--- src/rtl/cpu_ctrl_pkg.sv ---
// Shared CPU control definitions: interrupt sequencer state encoding, cause
// codes and the handler vectors that Control's PCSrc 100/101 decode also uses.
package cpu_ctrl_pkg;

    // Sequencer states; the encoding is visible on the debug port.
    typedef enum logic [2:0] {
        ST_IDLE    = 3'd0,
        ST_WAIT    = 3'd1,
        ST_TAKE    = 3'd2,
        ST_DRAIN   = 3'd3,
        ST_HANDLER = 3'd4
    } irq_state_e;

    // Why the handler was entered.
    typedef enum logic {
        CAUSE_IRQ = 1'b0,
        CAUSE_EXC = 1'b1
    } cause_e;

    localparam logic [31:0] VEC_IRQ_DEFAULT   = 32'h8000_0004;
    localparam logic [31:0] VEC_EXC_DEFAULT   = 32'h8000_0008;
    localparam int          DRAIN_CYC_DEFAULT = 3;
    localparam int          MAX_WAIT_DEFAULT  = 15;

    // Handler entry address for a given cause.
    function automatic logic [31:0] cause_vector(input cause_e      cause,
                                                 input logic [31:0] vec_irq,
                                                 input logic [31:0] vec_exc);
        return (cause == CAUSE_EXC) ? vec_exc : vec_irq;
    endfunction

    // Resume address: an interrupted instruction (or a branch caught by a
    // forced entry) re-executes, a faulting instruction is skipped.
    function automatic logic [31:0] resume_pc(input cause_e      cause,
                                              input logic [31:0] pc);
        return (cause == CAUSE_EXC) ? (pc + 32'd4) : pc;
    endfunction

endpackage

--- src/rtl/irq_sequencer.sv ---
// Interrupt/exception entry and exit sequencer for the 5-stage pipeline.
// Picks a cycle where the ID instruction can be safely abandoned, flushes
// IF/ID, redirects the PC to the handler vector and supplies the EPC for $26.
// Kernel mode is tracked until the handler returns with jr $26.
module irq_sequencer
    import cpu_ctrl_pkg::*;
#(
    parameter logic [31:0] VEC_IRQ   = VEC_IRQ_DEFAULT,
    parameter logic [31:0] VEC_EXC   = VEC_EXC_DEFAULT,
    parameter int          DRAIN_CYC = DRAIN_CYC_DEFAULT,
    parameter int          MAX_WAIT  = MAX_WAIT_DEFAULT
) (
    input  logic        clk,
    input  logic        reset,
    input  logic        irq_req,
    input  logic        irq_mask,
    input  logic        illop_id,
    input  logic        id_valid,
    input  logic        branch_id,
    input  logic        stall_id,
    input  logic        eret_id,
    input  logic [31:0] pc_id,
    output logic        redirect,
    output logic [31:0] vec_out,
    output logic        flush_if,
    output logic        flush_id,
    output logic        epc_we,
    output logic [31:0] epc_out,
    output logic        in_kernel,
    output logic        double_fault,
    output logic [2:0]  state_o
);

    // The wait counter is checked one count early so that the forced entry
    // lands MAX_WAIT+1 cycles after the request, with the counter reading
    // MAX_WAIT in TAKE.
    localparam logic [3:0] WAIT_LAST  = 4'(MAX_WAIT - 1);
    localparam logic [3:0] DRAIN_LOAD = 4'(DRAIN_CYC - 1);

    irq_state_e  state;
    cause_e      cause_q;
    logic [3:0]  wait_cnt;
    logic [3:0]  drain_cnt;

    logic        exc_pend;
    logic        irq_pend;
    logic        safe;
    logic        wait_expired;
    logic        go_take;
    cause_e      go_cause;

    // A branch must not be split from its delay successor and a bubble has
    // no meaningful PC, so only a real, non-branch, non-stalled ID qualifies.
    assign exc_pend     = illop_id;
    assign irq_pend     = irq_req & irq_mask & ~in_kernel;
    assign safe         = id_valid & ~branch_id & ~stall_id;
    assign wait_expired = (wait_cnt == WAIT_LAST);

    assign state_o = state;
    assign vec_out = redirect ? cause_vector(cause_q, VEC_IRQ, VEC_EXC) : 32'd0;

    // Decide whether this cycle enters TAKE and with which cause; an
    // exception always wins because the faulting instruction sits in ID.
    always_comb begin
        go_take  = 1'b0;
        go_cause = CAUSE_IRQ;
        case (state)
            ST_IDLE: begin
                if (exc_pend) begin
                    go_take  = 1'b1;
                    go_cause = CAUSE_EXC;
                end else if (irq_pend && safe) begin
                    go_take  = 1'b1;
                end
            end
            ST_WAIT: begin
                if (exc_pend) begin
                    go_take  = 1'b1;
                    go_cause = CAUSE_EXC;
                end else if (irq_req && (safe || wait_expired)) begin
                    go_take  = 1'b1;
                end
            end
            default: begin
                go_take  = 1'b0;
                go_cause = CAUSE_IRQ;
            end
        endcase
    end

    // Sequencer FSM with registered pulses, EPC capture and kernel tracking.
    always_ff @(posedge clk or posedge reset) begin
        if (reset) begin
            state        <= ST_IDLE;
            cause_q      <= CAUSE_IRQ;
            wait_cnt     <= 4'd0;
            drain_cnt    <= 4'd0;
            redirect     <= 1'b0;
            flush_if     <= 1'b0;
            flush_id     <= 1'b0;
            epc_we       <= 1'b0;
            epc_out      <= 32'd0;
            in_kernel    <= 1'b0;
            double_fault <= 1'b0;
        end else begin
            redirect <= go_take;
            flush_if <= go_take;
            flush_id <= go_take;
            epc_we   <= go_take;

            if (go_take) begin
                state   <= ST_TAKE;
                cause_q <= go_cause;
                epc_out <= resume_pc(go_cause, pc_id);
                if (state == ST_WAIT) begin
                    wait_cnt <= wait_cnt + 4'd1;
                end
            end else begin
                case (state)
                    ST_IDLE: begin
                        if (irq_pend) begin
                            state    <= ST_WAIT;
                            wait_cnt <= 4'd0;
                        end
                    end
                    ST_WAIT: begin
                        // A withdrawn request abandons the entry untouched.
                        if (!irq_req) begin
                            state <= ST_IDLE;
                        end else begin
                            wait_cnt <= wait_cnt + 4'd1;
                        end
                    end
                    ST_TAKE: begin
                        state     <= ST_DRAIN;
                        drain_cnt <= DRAIN_LOAD;
                        in_kernel <= 1'b1;
                    end
                    ST_DRAIN: begin
                        if (illop_id) begin
                            double_fault <= 1'b1;
                        end
                        if (drain_cnt == 4'd0) begin
                            state <= ST_HANDLER;
                        end else begin
                            drain_cnt <= drain_cnt - 4'd1;
                        end
                    end
                    ST_HANDLER: begin
                        if (illop_id) begin
                            double_fault <= 1'b1;
                        end
                        // The jr $26 itself redirects through the datapath.
                        if (eret_id && id_valid && !stall_id) begin
                            state     <= ST_IDLE;
                            in_kernel <= 1'b0;
                        end
                    end
                    default: begin
                        state <= ST_IDLE;
                    end
                endcase
            end
        end
    end

endmodule

--- config.mk ---
export PLATFORM = sky130hd
export DESIGN_NAME = irq_sequencer
export DESIGN_NICKNAME = d
export VERILOG_FILES = /design/src/rtl/cpu_ctrl_pkg.sv /design/src/rtl/irq_sequencer.sv
export SDC_FILE = /design/constraint.sdc
export NUM_CORES = 1
export LEC_CHECK = 0
export ABC_AREA = 1
export CAP_MARGIN = 10
export CORE_MARGIN = 2
export CORE_UTILIZATION = 40
export DETAILED_ROUTE_END_ITERATION = 6
export PLACE_DENSITY = 0.82
export SLEW_MARGIN = 15
export SYNTH_ARGS = -nofsm -noshare
export SYNTH_HDL_FRONTEND = slang
export SYNTH_SLANG_ARGS = --single-unit
--- constraint.sdc ---
create_clock -name clk -period 4.9 [get_ports clk]
set_input_delay 1.47 -clock clk [delete_from_list [all_inputs] [get_ports clk]]
set_output_delay 1.47 -clock clk [all_outputs]
set_load 0.03 [all_outputs]
==> run_results.csv <==
group,metric,value,unit
timing,setup_slack,1600,ps
finish,finish.net_count,660,
timing,worstMarginPinSlew,976,ps
timing,setup_viol_count_final,0,
timing,hold-worst-slack,491,ps
place,placed_cell_count,715,
timing,fin_crit,3300,ps
worst_setup_path,worst_r2r_path_depth,10,
worst_setup_path,start_kind,"primary input",
run_status,outcome,"complete, no violations",
finish,most_frequent_standard_cell_in_the_layout_excluding_fill_and_tap_cells,"nand2_1",
power,power.density_cell_area,533,mW/mm2
finish,nFillCells,851,
worst_setup_path,r2r_end,"epc_out[19]$_DFFE_PP0P_",
clocking,cts.sinks,47,
timing,final_min_period_over_clock_period,67.3,%
drt,ant_nets,0,
clocking,clk_transition_reported_paths,80,ps
timing,relSlewSlack,34.9,%
global_routing,globalRouteMet3Util,2.66,%
global_routing,grtUsageTotal,19.8,%
synthesis,postSynthRegisterBits,47,
hold_path,hp-class,"flip-flop to flip-flop",
drt,drc_errors,0,
worst_setup_path,worst-endpoint-required,5100,ps
synthesis,netlist_top_cells_area,"dfrtp_1 33%, nand2_1 25%, buf_4 7.7%, nor2_1 6.3%, nand3_1 5.4%",
worst_setup_path,cp_data_arrival_time,3490,ps
worst_setup_path,cp_common_cell,"nand2_1",
drt,drt_first_pass_iters,5,
global_routing,grt_antenna_before_repair,0,
global_routing,largest_net_degree_at_the_start_of_global_routing,51,
clocking,cts.path.max_buffers,2,
synthesis,yosys.area.top_type,"dfrtp_1",
worst_setup_path,setup_crit_end,"epc_out[19]$_DFFE_PP0P_",
finish,area_of_the_multi_input_gates,0.00194,mm2
die,num_io_pins,114,
clocking,ctsHtreeMaxLevel,2,
place,placed_area,0.00426,mm2
timing,clock_skew_after_layout,10.8,ps
die,fp.dieW,97.7,um
finish,design_area,0.00437,mm2
die,design.die.area,0.00955,mm2
worst_setup_path,setup.worst_path.class,"primary input to flip-flop",
clocking,clk_root_buffer_cell,"clkbuf_8",
drt,viasPerCell,4.77,
worst_setup_path,cp_top_family,"simple AND/OR/NAND/NOR gates",
finish,final_core_util,50.6,%
synthesis,syn-mean-instance-area,6.53,um2
place,placement.setup.worst_slack,1290,ps
clocking,clkLatencyLatePin,310,ps
global_routing,grt_util_met2,33.9,%
clocking,cts_buffers,5,
drt,dr.first_iter.drc_count,195,
timing,totalNegativeSetupSlack,0,ps
power,post-layout-total-power,2.33,mW
synthesis,synth_warnings,0,
drt,drt_wl_total,9300,um
finish,final_cell_mix,"235 x nand2_1, 84 x clkdlybuf4s50_1, 59 x nor2_1",
global_routing,grt_pass1_vias,3279,
die,rows,34,
finish,layout-drive-gt1-share,4.23,%
worst_setup_path,worstPathMaxFanout,50,
global_routing,global_route_wire_length_before_repair,15600,um
global_routing,grt_util_met1,25.9,%
place,place_hpwl,7150,um
power,power.leakage,2.17,nW
worst_setup_path,crit_path_buf_inv_count,2,
place,place.port_buffers,84,
timing,rsz0062_at_grt,"false",
die,floorplan.initialDensity,40.7,%
drt,vias,3447,
clocking,number_of_hold_buffers_added_after_cts,0,
synthesis,yosysUniqueCellTypes,33,
worst_setup_path,critPathMaxStageDelay,480,ps
timing,finalHoldViolations,0,
finish,areaGrowthSynthToFinish,24.3,%
finish,footprint_of_the_flip_flops_and_latches,0.00118,mm2
worst_setup_path,crit_path_top_delay_cell,"clkdlybuf4s50_1",
timing,achievable-frequency,0.303,GHz
worst_setup_path,ff2ff_setup_slack,2550,ps
worst_setup_path,r2r_start,"wait_cnt[0]$_DFFE_PP0P_",
run,drv.max_cap_violation_count,0,
worst_setup_path,end_kind,"flip-flop",
worst_setup_path,critical_path.startpoint,"branch_id",
global_routing,global_route.peak_usage_layer,"met2",
synthesis,synth.top_cell.area_share,33.5,%
clocking,post_cts_buffers,0,
global_routing,overflow_left_after_global_routing,0,
synthesis,synth.yosys.seq_area_share,33.5,%
synthesis,count_of_mapped_cells_out_of_synthesis,538,
die,die_height,97.7,um
drt,wl_per_cell,12.9,um
worst_setup_path,worst_path_cell_trace,"clkdlybuf4s50_1, nand3b_1, nand2_1, nand2_1, nand3_4, nand2_4, clkinv_2, nand3_1, nand2_1",
finish,layoutNonFillerInstCount,723,
clocking,tritoncts_clock_tree,"done",
power,peakVddDrop,0.218,mV
place,gp_congestion,0.920,
finish,antenna_cells,0,
die,core_region_area,0.00864,mm2
synthesis,syn_area,0.00351,mm2
timing,report.final.slew_viol_count,0,
worst_setup_path,worstSetupPathDepth,9,
clocking,postCtsResizedCells,0,
cell families (layout without fill, tap and decap cells):
family | Yosys count | count (layout) | synth area share, %
XOR/XNOR | 14 | 14 | 3.49
AND/OR/NAND/NOR | 356 | 356 | 42.5
adder cells (fa/ha/maj) | 5 | 5 | 1.78
buffers and inverters | 89 | 138 | 14.4
other | 1 | 29 | 0.107
flip-flops | 47 | 47 | 33.5
AO/OA/AOI/OAI | 26 | 26 | 4.27
worst min path at each step:
| stage | startpoint | end | depth (start not counted) |
|---|---|---|---|
| 4_1_cts | epc_out[0]$_DFFE_PP0P_ | epc_out[0]$_DFFE_PP0P_ | 2 |
| 3_3_place_gp | epc_out[17]$_DFFE_PP0P_ | epc_out[17]$_DFFE_PP0P_ | 2 |
| 3_5_place_dp | epc_out[26]$_DFFE_PP0P_ | epc_out[26]$_DFFE_PP0P_ | 2 |
| 5_1_grt | epc_out[0]$_DFFE_PP0P_ | epc_out[0]$_DFFE_PP0P_ | 2 |
| 6_report | epc_out[0]$_DFFE_PP0P_ | epc_out[0]$_DFFE_PP0P_ | 2 |
| 2_1_floorplan | cause_q$_DFFE_PP0P_ | cause_q$_DFFE_PP0P_ | 2 |
per-layer routing:
layer,vias up,wire length (um)
li1,1756,-
met1,1567,4070
met2,105,4600
met3,19,424
met4,0,209
met5,-,0
cell type report:
cell class                 count  area share (%)
multi-input combinational    430            44.4
clock buffer                   7            2.21
sequential                    47            26.9
inverter                      46            3.98
timing repair buffer          84            19.2
clock inverter                 1           0.172
tap                          108            3.09
worst register-to-register path: stages, from the launching register on:
cell	delay, ps
dfrtp_1	420
inv_1	80
ha_1	200
nand3_1	90
nand2_1	60
nand2_1	100
nand3_4	110
nand2_4	410
clkinv_2	480
nand3_1	220
nand2_1	60
power breakdown:
part	switching [mW]	internal, mW	leakage (nW)
logic	0.900	0.493	1.54
registers	0.115	0.556	0.584
clock network	0.137	0.128	0.0505
total	1.15	1.18	2.17
flip-flops by register name, indices dropped and copies added, names as in the netlist:
name and count:
state_o 3, drain_cnt 4, wait_cnt 4, epc_out 32, epc_we 1, cause_q 1
in_kernel 1, double_fault 1
synthesized netlist by cell type:
cell,count
nand2_1,235
nor2_1,59
dfrtp_1,47
inv_1,44
nand3_1,38
buf_4,36
o21ai_0,13
xnor2_1,8
xor2_1,6
ha_1,5
nor2_2,5
buf_6,4
nand4_1,4
buf_2,3
nand2_4,3
nand3b_1,3
nor3_1,3
o21ai_1,3
a21oi_1,2
nand3_4,2
o21bai_1,2
o31ai_1,2
a21o_1,1
a21oi_2,1
a31oi_1,1
clkinv_2,1
conb_1,1
inv_2,1
nand2_2,1
nand3_2,1
nor2_4,1
nor3_2,1
o211ai_1,1
(Power assumes the default switching activity.)
